$ cat config.mk
export PLATFORM = sky130hd
export DESIGN_NAME = dsdmnist_runctrl
export DESIGN_NICKNAME = d
export VERILOG_FILES = /design/src/rtl/dsdmnist_runctrl.sv
export SDC_FILE = /design/constraint.sdc
export NUM_CORES = 1
export LEC_CHECK = 0
export CAP_MARGIN = 40
export CORE_MARGIN = 1.5
export CORE_UTILIZATION = 44
export DETAILED_ROUTE_END_ITERATION = 8
export GPL_TIMING_DRIVEN = 0
export MAX_ROUTING_LAYER = met4
export PLACE_DENSITY = 0.88
export SYNTH_ARGS = -nofsm -noshare
export SYNTH_HDL_FRONTEND = slang
export SYNTH_SLANG_ARGS = --single-unit
$ cat constraint.sdc
create_clock -name i_CLK -period 1.6 [get_ports i_CLK]
set_input_delay 0.4 -clock i_CLK [delete_from_list [all_inputs] [get_ports i_CLK]]
set_output_delay 0.4 -clock i_CLK [all_outputs]
set_load 0.01 [all_outputs]
$ cat src/rtl/dsdmnist_runctrl.sv
`default_nettype none
//==============================================================================
// Module      : dsdmnist_runctrl
// Description : Run sequencer for the dsdmnist MLP inference engine.
//               Debounces the start switch, launches the engine once per
//               image for IMGNUM images, guards each image with a watchdog,
//               writes each classification into the result buffer, then
//               pulses the ARM interrupt and lights the done LED.
// Ports       : i_CLK / i_RST_n           clock, async active-low reset
//               i_STARTSW                 raw start switch (asynchronous)
//               o_ENG_START/o_ENG_IMGIDX  engine launch strobe + image index
//               i_ENG_DONE/i_ENG_CLASS    engine completion strobe + class
//               o_RESULTBUF_*             result buffer write port
//               o_ARMINT                  IRQLEN-cycle interrupt pulse
//               o_DONELED                 run-complete indicator
//               o_BUSY                    high whenever not idle
// Revision    : 1.0 - initial release
//==============================================================================
module dsdmnist_runctrl #(
    parameter int IMGNUM  = 10,
    parameter int DBCYC   = 16,
    parameter int TIMEOUT = 4096,
    parameter int IRQLEN  = 4
) (
    input  logic        i_CLK,
    input  logic        i_RST_n,
    input  logic        i_STARTSW,
    output logic        o_ENG_START,
    output logic [7:0]  o_ENG_IMGIDX,
    input  logic        i_ENG_DONE,
    input  logic [3:0]  i_ENG_CLASS,
    output logic        o_RESULTBUF_EN,
    output logic        o_RESULTBUF_WE,
    output logic [31:0] o_RESULTBUF_DATA,
    output logic [7:0]  o_RESULTBUF_ADDR,
    output logic        o_ARMINT,
    output logic        o_DONELED,
    output logic        o_BUSY
);

    localparam int c_DBW = $clog2(DBCYC + 1);
    localparam int c_WDW = $clog2(TIMEOUT);
    localparam int c_IRW = (IRQLEN > 1) ? $clog2(IRQLEN) : 1;

    localparam logic [c_DBW-1:0] c_DB_MAX   = c_DBW'(DBCYC);
    localparam logic [c_DBW-1:0] c_DB_PRE   = c_DBW'(DBCYC - 1);
    localparam logic [c_DBW-1:0] c_DB_ONE   = c_DBW'(1);
    localparam logic [c_WDW-1:0] c_WDOG_MAX = c_WDW'(TIMEOUT - 1);
    localparam logic [c_WDW-1:0] c_WDOG_ONE = c_WDW'(1);
    localparam logic [c_IRW-1:0] c_IRQ_MAX  = c_IRW'(IRQLEN - 1);
    localparam logic [c_IRW-1:0] c_IRQ_ONE  = c_IRW'(1);
    localparam logic [7:0]       c_IDX_LAST = 8'(IMGNUM - 1);

    localparam logic [2:0] c_S_IDLE   = 3'd0;
    localparam logic [2:0] c_S_LAUNCH = 3'd1;
    localparam logic [2:0] c_S_WAIT   = 3'd2;
    localparam logic [2:0] c_S_WRITE  = 3'd3;
    localparam logic [2:0] c_S_IRQ    = 3'd4;

    logic             r_sync1;
    logic             r_sync2;
    logic [c_DBW-1:0] r_dbcnt;
    logic             r_start_acc;
    logic [2:0]       r_state;
    logic [2:0]       w_state_nxt;
    logic [7:0]       r_idx;
    logic [c_WDW-1:0] r_wdog;
    logic [c_IRW-1:0] r_irqcnt;
    logic [3:0]       r_class;
    logic             r_tflag;
    logic             r_doneled;
    logic             w_rflag;

    // Two-flop synchronizer for the asynchronous switch.
    always_ff @(posedge i_CLK or negedge i_RST_n) begin
        if (!i_RST_n) begin
            r_sync1 <= 1'b0;
            r_sync2 <= 1'b0;
        end else begin
            r_sync1 <= i_STARTSW;
            r_sync2 <= r_sync1;
        end
    end

    // Debounce: the counter saturates at DBCYC, so the accept pulse fires
    // exactly once per high period and rearms only when the switch drops.
    always_ff @(posedge i_CLK or negedge i_RST_n) begin
        if (!i_RST_n) begin
            r_dbcnt     <= '0;
            r_start_acc <= 1'b0;
        end else begin
            r_start_acc <= r_sync2 && (r_dbcnt == c_DB_PRE);
            if (!r_sync2) begin
                r_dbcnt <= '0;
            end else if (r_dbcnt != c_DB_MAX) begin
                r_dbcnt <= r_dbcnt + c_DB_ONE;
            end
        end
    end

    // FSM state register
    always_ff @(posedge i_CLK or negedge i_RST_n) begin
        if (!i_RST_n) begin
            r_state <= c_S_IDLE;
        end else begin
            r_state <= w_state_nxt;
        end
    end

    // FSM next-state logic; in WAIT a completion strobe takes priority
    // over watchdog expiry.
    always_comb begin
        w_state_nxt = r_state;
        case (r_state)
            c_S_IDLE:   if (r_start_acc) w_state_nxt = c_S_LAUNCH;
            c_S_LAUNCH: w_state_nxt = c_S_WAIT;
            c_S_WAIT:   if (i_ENG_DONE || (r_wdog == c_WDOG_MAX)) w_state_nxt = c_S_WRITE;
            c_S_WRITE:  w_state_nxt = (r_idx == c_IDX_LAST) ? c_S_IRQ : c_S_LAUNCH;
            c_S_IRQ:    if (r_irqcnt == c_IRQ_MAX) w_state_nxt = c_S_IDLE;
            default:    w_state_nxt = c_S_IDLE;
        endcase
    end

    // Datapath registers updated per state
    always_ff @(posedge i_CLK or negedge i_RST_n) begin
        if (!i_RST_n) begin
            r_idx     <= 8'd0;
            r_wdog    <= '0;
            r_irqcnt  <= '0;
            r_class   <= 4'd0;
            r_tflag   <= 1'b0;
            r_doneled <= 1'b0;
        end else begin
            case (r_state)
                c_S_IDLE: begin
                    if (r_start_acc) begin
                        r_doneled <= 1'b0;
                        r_idx     <= 8'd0;
                    end
                end
                c_S_LAUNCH: begin
                    r_wdog <= '0;
                end
                c_S_WAIT: begin
                    if (i_ENG_DONE) begin
                        r_class <= i_ENG_CLASS;
                        r_tflag <= 1'b0;
                    end else if (r_wdog == c_WDOG_MAX) begin
                        r_class <= 4'hF;
                        r_tflag <= 1'b1;
                    end else begin
                        r_wdog <= r_wdog + c_WDOG_ONE;
                    end
                end
                c_S_WRITE: begin
                    if (r_idx == c_IDX_LAST) begin
                        r_doneled <= 1'b1;
                        r_irqcnt  <= '0;
                    end else begin
                        r_idx <= r_idx + 8'd1;
                    end
                end
                c_S_IRQ: begin
                    r_irqcnt <= r_irqcnt + c_IRQ_ONE;
                end
                default: ;
            endcase
        end
    end

    // Out-of-range class flag, suppressed for watchdog results
    assign w_rflag = (r_class > 4'd9) && !r_tflag;

    // FSM outputs; r_idx only changes on the edge into LAUNCH, so it holds
    // the launched index until the next launch.
    always_comb begin
        o_ENG_START      = 1'b0;
        o_ENG_IMGIDX     = r_idx;
        o_RESULTBUF_EN   = 1'b0;
        o_RESULTBUF_WE   = 1'b0;
        o_RESULTBUF_DATA = 32'd0;
        o_RESULTBUF_ADDR = 8'd0;
        o_ARMINT         = 1'b0;
        o_DONELED        = r_doneled;
        o_BUSY           = (r_state != c_S_IDLE);
        case (r_state)
            c_S_LAUNCH: o_ENG_START = 1'b1;
            c_S_WRITE: begin
                o_RESULTBUF_EN   = 1'b1;
                o_RESULTBUF_WE   = 1'b1;
                o_RESULTBUF_ADDR = r_idx;
                o_RESULTBUF_DATA = {r_tflag, w_rflag, 26'd0, r_class};
            end
            c_S_IRQ:    o_ARMINT = 1'b1;
            default: ;
        endcase
    end

endmodule
`default_nettype wire
==> results_dict.tcl, run 1 <==
set metrics [dict create \
    ys_ff_latch 39 \
    routed_wl_um 6108 \
    grt_pass1_vias 2025 \
    wl_per_cell_um 14.93 \
    clk_pin_slew_ns 0.07 \
    critPathLaunchType "flip-flop" \
    finalSetupViolCount 33 \
    synthToLayoutAreaGrowth_pct 48.89 \
    period_share_pct 120.1 \
    die_w_um 75.36 \
    die_area_sq_um 5678 \
    worstPathArrival_ns 1.52 \
    start_util_pct 45.39 \
    final_nets 354 \
    grtUsageTotal_pct 23.35 \
    timing.critical_path.to_type "output port" \
    core-area_sq_um 5075 \
    yosys-top-cells-area "dfrtp_1, buf_4, and2_1, ha_1, nand3_1" \
    fin_worst_skew_ns 0.003664 \
    synth-edff-count 0 \
    ys.flop_type "dfrtp_1" \
    layout-drive-gt1-share_pct 41.30 \
    regToRegSetupSlack_ns -0.21 \
    max_freq_ghz 0.5202 \
    netlist.area_leader.share_pct 42.37 \
    syn_area_sq_um 2303 \
    violations "setup timing" \
    leakage_uw 0.001743 \
    ctsHtreeMaxLevel 2 \
    status "complete, but fails checks" \
    path_cells "nand3b_1 -> inv_2 -> and2_4 -> nor3b_2 -> buf_2" \
    slowest_stage "dfrtp_2" \
    max-slew-margin-rel_pct 64.26 \
    synthMuxAreaShare_pct 2.227 \
    grt.overflow.total 0 \
    antenna_found_initial 0 \
    synth_fa_ha_area_share_pct 3.802 \
    ys_warn_count 0 \
    insertedDiodeCount 0 \
    worst_slack_ns -0.3222 \
    ys_seq_area_share_pct 42.37 \
    drtPass1Iterations 4 \
    io_pins 62 \
    routabilityCongestion 0.8449 \
    num_rows 26 \
    worst-setup-path-type "flip-flop to output port" \
    drt_iter0_markers 103 \
    design_power_total_uw 4243 \
    dp_cells 368 \
    syn_inst 237 \
    final-hold-violation-count 0 \
    crit_required_ns 1.20 \
    final_cells 409 \
    viasPerCell 5.081 \
    yosysMostFrequentCell "dfrtp_1" \
    ctsLongestPathBuffers 2 \
    synth_xor_area_share_pct 3.422 \
    synthArstFlopShare_pct 100.0 \
    power.density_nw_per_um2 1237 \
    final_core_util_pct 67.58 \
    synthSimpleGateAreaFrac_pct 23.09 \
    grt_setup_unrepaired "true" \
    worstMarginPinSlew_ns 0.5332 \
    vias 2078 \
    yosysTopAreaCell "dfrtp_1" \
    grt_max_degree 23 \
    crit_path_max_incr_delay_ns 0.43 \
    worst-path-max-fanout 5 \
    postRouteAntennaNets 0 \
    cts_tree "done" \
    vdd_drop_max_v 0.0007123 \
    synth_area_per_cell_sq_um 9.719 \
    period_minus_slack_ns 1.922 \
    dpl.hpwl_um 3400 \
    grt_pass1_wl_um 9528 \
    slew_violations 0 \
    fill_cells 392 \
    ys_types 48 \
    clock_sinks 39 \
    drc 0 \
    port_buffers 35 \
    die_h_um 75.36 \
    root_buffer "clkbuf_8" \
    synth_common_cells "dfrtp_1, buf_4, nand2_1, nor2_1, and2_1" \
    cts_made_buffers 5 \
    max_cap_viol_count 0 \
    insertion_delay_ns 0.29 \
    hold_ws_ns 0.04827 \
    synth_top_family_by_area "simple AND/OR/NAND/NOR gates" \
    synth-compound-area-share_pct 12.82 \
    hp-class "input port to async pin" \
]
area by class of cell:
class / count / area (sq um) / area share, %
Timing Repair Buffer: 73 / 648.1 / 18.90
Multi-Input combinational cell: 178 / 1349 / 39.33
Buffer: 28 / 216.5 / 6.312
Clock buffer: 6 / 82.58 / 2.408
Sequential cell: 39 / 985.9 / 28.75
Tap cell: 70 / 87.58 / 2.554
Clock inverter: 1 / 5.005 / 0.1459
Inverter: 14 / 55.05 / 1.605
power by group:
group	total, uW	switching [uW]	internal [uW]	leakage (uW)
Sequential	1390	209	1190	0.000503
Combinational	2170	1050	1120	0.00119
Clock	678	340	338	0.0000470
state kept, by name, summed over array words and instances, names as in the netlist:
name / cells
r_irqcnt: 2
r_sync1: 1
o_DONELED: 1
r_sync2: 1
o_ENG_IMGIDX: 8
r_class: 4
r_start_acc: 1
r_wdog: 12
r_tflag: 1
r_dbcnt: 5
r_state: 3
placed cells by master, fill, tap and decap left out, types with 3 or more instances in the layout:
master,n
and3_1,8
o21ai_1,4
a21oi_1,4
nor2_1,13
dlygate4sd2_1,6
nand4_1,3
or3b_4,3
mux2i_1,4
nand2_1,14
ha_1,6
buf_2,12
and2_1,12
clkbuf_8,8
dlymetal6s2s_1,4
clkdlybuf4s50_1,5
inv_1,11
conb_1,26
nand3b_1,3
xnor2_1,7
nor3_1,5
buf_4,54
o22a_1,5
nand3_1,11
dfrtp_1,31
dfrtp_2,8
buf_6,15
metrics by stage:
stage	cell area (sq um)	setup TNS [ns]	setup slack, ns
2_1_floorplan	2424	-0.03448	-0.02480
3_3_place_gp	2861	-42.23	-0.7626
3_5_place_dp	2884	-14.63	-0.7178
4_1_cts	3299	-5.281	-0.2967
5_1_grt	3430	-8.226	-0.3872
6_report	3430	-5.768	-0.3222
cells by family (layout without fill, tap and decap cells):
group / after synthesis / after routing
AOI/OAI and AO/OA: 38 / 38
other: 1 / 26
and+or+nand+nor: 93 / 93
DFF: 39 / 39
adders and majority gates: 7 / 7
muxes: 5 / 5
xor gates and xnor gates: 9 / 9
buffers and inverters: 45 / 122
metal layers:
metal  up-vias  track usage, %  wire [um]
li1        969               -          -
met1      1018           25.30       2353
met2        71           42.59       3274
met3        20           3.704        286
met4         0           9.127        194
met5         -               -          0
worst max-delay path, delay by kind of cell, from the launching register on:
family / cells / cell delay (ns)
flip-flops: 1 / 0.43
AND/OR/NAND/NOR: 3 / 0.51
buffers and inverters: 2 / 0.28
worst paths after layout:
check | from | end | depth (start not counted)
max | r_state[2]$_DFFE_PN0P_ | o_RESULTBUF_DATA[30] | 5
max in group asynchronous | i_RST_n | o_ENG_IMGIDX[5]$_DFFE_PN0P_ | 2
min | i_RST_n | o_ENG_IMGIDX[3]$_DFFE_PN0P_ | 1
max reg2reg | r_state[0]$_DFFE_PN0P_ | r_wdog[8]$_DFFE_PN0P_ | 6
min reg2reg | r_sync1$_DFF_PN0_ | r_sync2$_DFF_PN0_ | 0
min in group i_CLK | r_sync1$_DFF_PN0_ | r_sync2$_DFF_PN0_ | 0
repair_timing:
item	4_1_cts	5_1_grt
setup buffers	29	8
gates resized for setup	125	32
endpoints found under the setup margin	49	49
hold buffers	0	0
gates cloned	1	0
pin swaps	17	18
(Power assumes the default switching activity.)
==> inputs of run 2 (changes only) <==
--- a/config.mk
+++ b/config.mk
@@ -5,13 +5,16 @@
 export SDC_FILE = /design/constraint.sdc
 export NUM_CORES = 1
 export LEC_CHECK = 0
+export ABC_AREA = 1
 export CAP_MARGIN = 40
+export CORE_ASPECT_RATIO = 0.5
 export CORE_MARGIN = 1.5
-export CORE_UTILIZATION = 44
+export CORE_UTILIZATION = 45
 export DETAILED_ROUTE_END_ITERATION = 8
 export GPL_TIMING_DRIVEN = 0
 export MAX_ROUTING_LAYER = met4
 export PLACE_DENSITY = 0.88
+export SKIP_LAST_GASP = 1
 export SYNTH_ARGS = -nofsm -noshare
 export SYNTH_HDL_FRONTEND = slang
 export SYNTH_SLANG_ARGS = --single-unit
==> run 2 against run 1 <==
Net effect: the run still ends with setup timing left; critical path type unchanged; highest routed layer unchanged; largest power group unchanged; power shrank 5.0%; critical path depth increased by 1; combinational power decreased by 18%; design area up 2.1%; worst setup slack better by 0.11 ns; critical endpoint unchanged.
==> results_dict.tcl, run 2 <==
set metrics [dict create \
    status "complete, but fails checks" \
    violations "setup timing" \
    synth_top_family_by_area "simple AND/OR/NAND/NOR gates" \
    worst-path-max-fanout 7 \
    yosys-top-cells-area "dfrtp_1, nand2_1, buf_4, nand3_1, inv_1" \
    design_power_total_uw 4029 \
    power.density_nw_per_um2 1151 \
    cts_tree "done" \
    final_nets 446 \
    max_cap_viol_count 0 \
    synth_area_per_cell_sq_um 7.325 \
    drt_iter0_markers 129 \
    insertion_delay_ns 0.29 \
    drc 0 \
    placed_cell_area_sq_um 3008 \
    synth_xor_area_share_pct 0.7117 \
    p_sw_share_pct 36.59 \
    netlist.area_leader.share_pct 39.65 \
    vdd_drop_max_v 0.0005593 \
    synthSimpleGateAreaFrac_pct 35.54 \
    fin_worst_skew_ns 0.003804 \
    yosysTopAreaCell "dfrtp_1" \
    grt_pass1_vias 2177 \
    dp_cells 467 \
    regMostFlops "r_wdog" \
    p_comb_share_pct 44.5 \
    io_pins 62 \
    cts_made_buffers 5 \
    final-hold-violation-count 0 \
    final_cell_mix "nand2_1, buf_4, inv_1" \
    syn_inst 336 \
    final_common_cell "nand2_1" \
    dpl.hpwl_um 3561 \
    ys_types 30 \
    synthArstFlopShare_pct 100.0 \
    ys_warn_count 0 \
    timing.critical_path.to_type "output port" \
    grt_pass1_wl_um 9570 \
    routabilityCongestion 0.8318 \
    antenna_found_initial 0 \
    layout-drive-gt1-share_pct 28.47 \
    num_rows 18 \
    period_minus_slack_ns 1.816 \
    grt_setup_unrepaired "true" \
    leakage_uw 0.001916 \
    postRouteAntennaNets 0 \
    ys_ff_latch 39 \
    grt.overflow.total 0 \
    synth_common_cells "nand2_1, inv_1, dfrtp_1, nor2_1, nand3_1" \
    vias 2450 \
    worstPathArrival_ns 1.42 \
    synthToLayoutAreaGrowth_pct 42.25 \
    hp-class "flip-flop to flip-flop" \
    routed_wl_um 6310 \
    max_freq_ghz 0.5506 \
    die_area_sq_um 5949 \
    worst-setup-path-type "flip-flop to output port" \
    pre_cts_slack_ns -0.4980 \
    clock_sinks 39 \
    die_w_um 107.6 \
    final_cells 502 \
    synth_fa_ha_area_share_pct 3.559 \
    finalSetupViolCount 22 \
    fill_cells 351 \
    port_buffers 35 \
    core-area_sq_um 5090 \
    period_share_pct 113.5 \
    p_int_uw 2555 \
    viasPerCell 4.880 \
    ctsLongestPathBuffers 2 \
    ys.flop_type "dfrtp_1" \
    die_h_um 55.30 \
    synth-edff-count 0 \
    wl_per_cell_um 12.57 \
    syn_area_sq_um 2461 \
    synthMuxAreaShare_pct 0 \
    ys_seq_area_share_pct 39.65 \
    netSwitchingPower_uw 1474 \
    clkPwrFrac_pct 24.2 \
    grt_max_degree 31 \
    insertedDiodeCount 0 \
    slew_violations 0 \
    worst_slack_ns -0.2162 \
    grtUsageTotal_pct 20.58 \
    final_area_sq_um 3501 \
    p_seq_share_pct 31.3 \
    root_buffer "clkbuf_8" \
    crit_required_ns 1.20 \
    critPathLaunchType "flip-flop" \
    drtPass1Iterations 5 \
    start_util_pct 48.35 \
    synth-compound-area-share_pct 4.220 \
    ctsHtreeMaxLevel 2 \
    largest_reg_flops 12 \
    yosysMostFrequentCell "nand2_1" \
    clk_pin_slew_ns 0.07 \
]
-- run 2: cell types whose count changed after synthesis, moves of 4 or more --
| cell | delta |
|---|---|
| mux2i_1 | -4 |
| a211oi_1 | -6 |
| and2_1 | -14 |
| nand2_1 | +80 |
| nor2_1 | +24 |
| xnor2_1 | -6 |
| nand3_1 | +23 |
| o22a_1 | -5 |
| inv_1 | +27 |
| and3_1 | -8 |
-- run 2: cells by family after synthesis --
logic type / count (synthesis)
DFF: 39
and+or+nand+nor: 193
xor gates and xnor gates: 2
other: 1
AOI/OAI and AO/OA: 20
adders and majority gates: 7
buffers and inverters: 74
-- run 2: worst paths after layout --
| path | slack (ns) | from | to | cells after the start |
|---|---|---|---|---|
| setup reg to reg | -0.01 | r_state[2]$_DFFE_PN0P_ | r_wdog[7]$_DFFE_PN0P_ | 10 |
| max in group asynchronous | 0.66 | i_RST_n | o_ENG_IMGIDX[2]$_DFFE_PN0P_ | 3 |
| hold / removal | 0.35 | r_sync1$_DFF_PN0_ | r_sync2$_DFF_PN0_ | 0 |
| hold reg to reg | 0.35 | r_sync1$_DFF_PN0_ | r_sync2$_DFF_PN0_ | 0 |
| min in group asynchronous | 0.50 | i_RST_n | r_wdog[10]$_DFFE_PN0P_ | 2 |
| setup / recovery | -0.22 | r_state[2]$_DFFE_PN0P_ | o_RESULTBUF_DATA[30] | 6 |
-- run 2: worst max-delay path: stages (launching register included) --
cell     delay [ns]
dfrtp_1        0.41
inv_2          0.10
nand3_4        0.16
nor2_4         0.14
o21ai_2        0.06
nor2_1         0.10
buf_2          0.15
-- run 2: power groups by stage --
stage          registers [uW]  clock network, uW  logic [uW]
3_5_place_dp             1280                  0        1230
3_3_place_gp             1280                  0        1210
4_1_cts                  1250                991        1520
2_1_floorplan            1270                  0         786
5_1_grt                  1280               1030        1940
6_report                 1260                974        1790
-- run 2: what timing repair did --
action                                 4_1_cts  5_1_grt
setup endpoints to repair                   27       44
endpoints found under the hold margin        9        0
pin swaps                                    5        5
hold buffers                                 1        0
resized for setup                          103       36
setup buffers                               19        6
cloned                                       1        1
-- run 2: through the flow --
step	util, %	TNS, ns	hold slack, ns
after floorplan	-	0	0.1044
after global placement	58.80	-38.80	0.3331
after detailed placement	59.10	-6.992	0.2780
after CTS	65.00	-1.815	0.3533
after global routing	68.78	-4.095	0.3577
final	68.78	-2.778	0.3521
-- run 2: area by class of cell --
cell class	instances	area [sq um]	share of cell area (%)
sequential	39	980.9	28.02
timing repair buffer	63	588.1	16.80
tap	70	87.58	2.502
buffer	31	252.7	7.219
clock buffer	6	72.57	2.073
inverter	43	176.4	5.039
clock inverter	2	60.06	1.716
multi-input combinational	248	1282	36.63
-- run 2: per-layer routing --
| metal | up-vias | wire, um | share of wire [%] | GRT usage (%) |
|---|---|---|---|---|
| li1 | 1185 | - | - | - |
| met1 | 1102 | 2523 | 40 | 25.32 |
| met2 | 142 | 3082 | 49 | 33.30 |
| met3 | 21 | 504 | 8.0 | 4.132 |
| met4 | 0 | 200 | 3.2 | 8.647 |
| met5 | - | 0 | 0 | - |
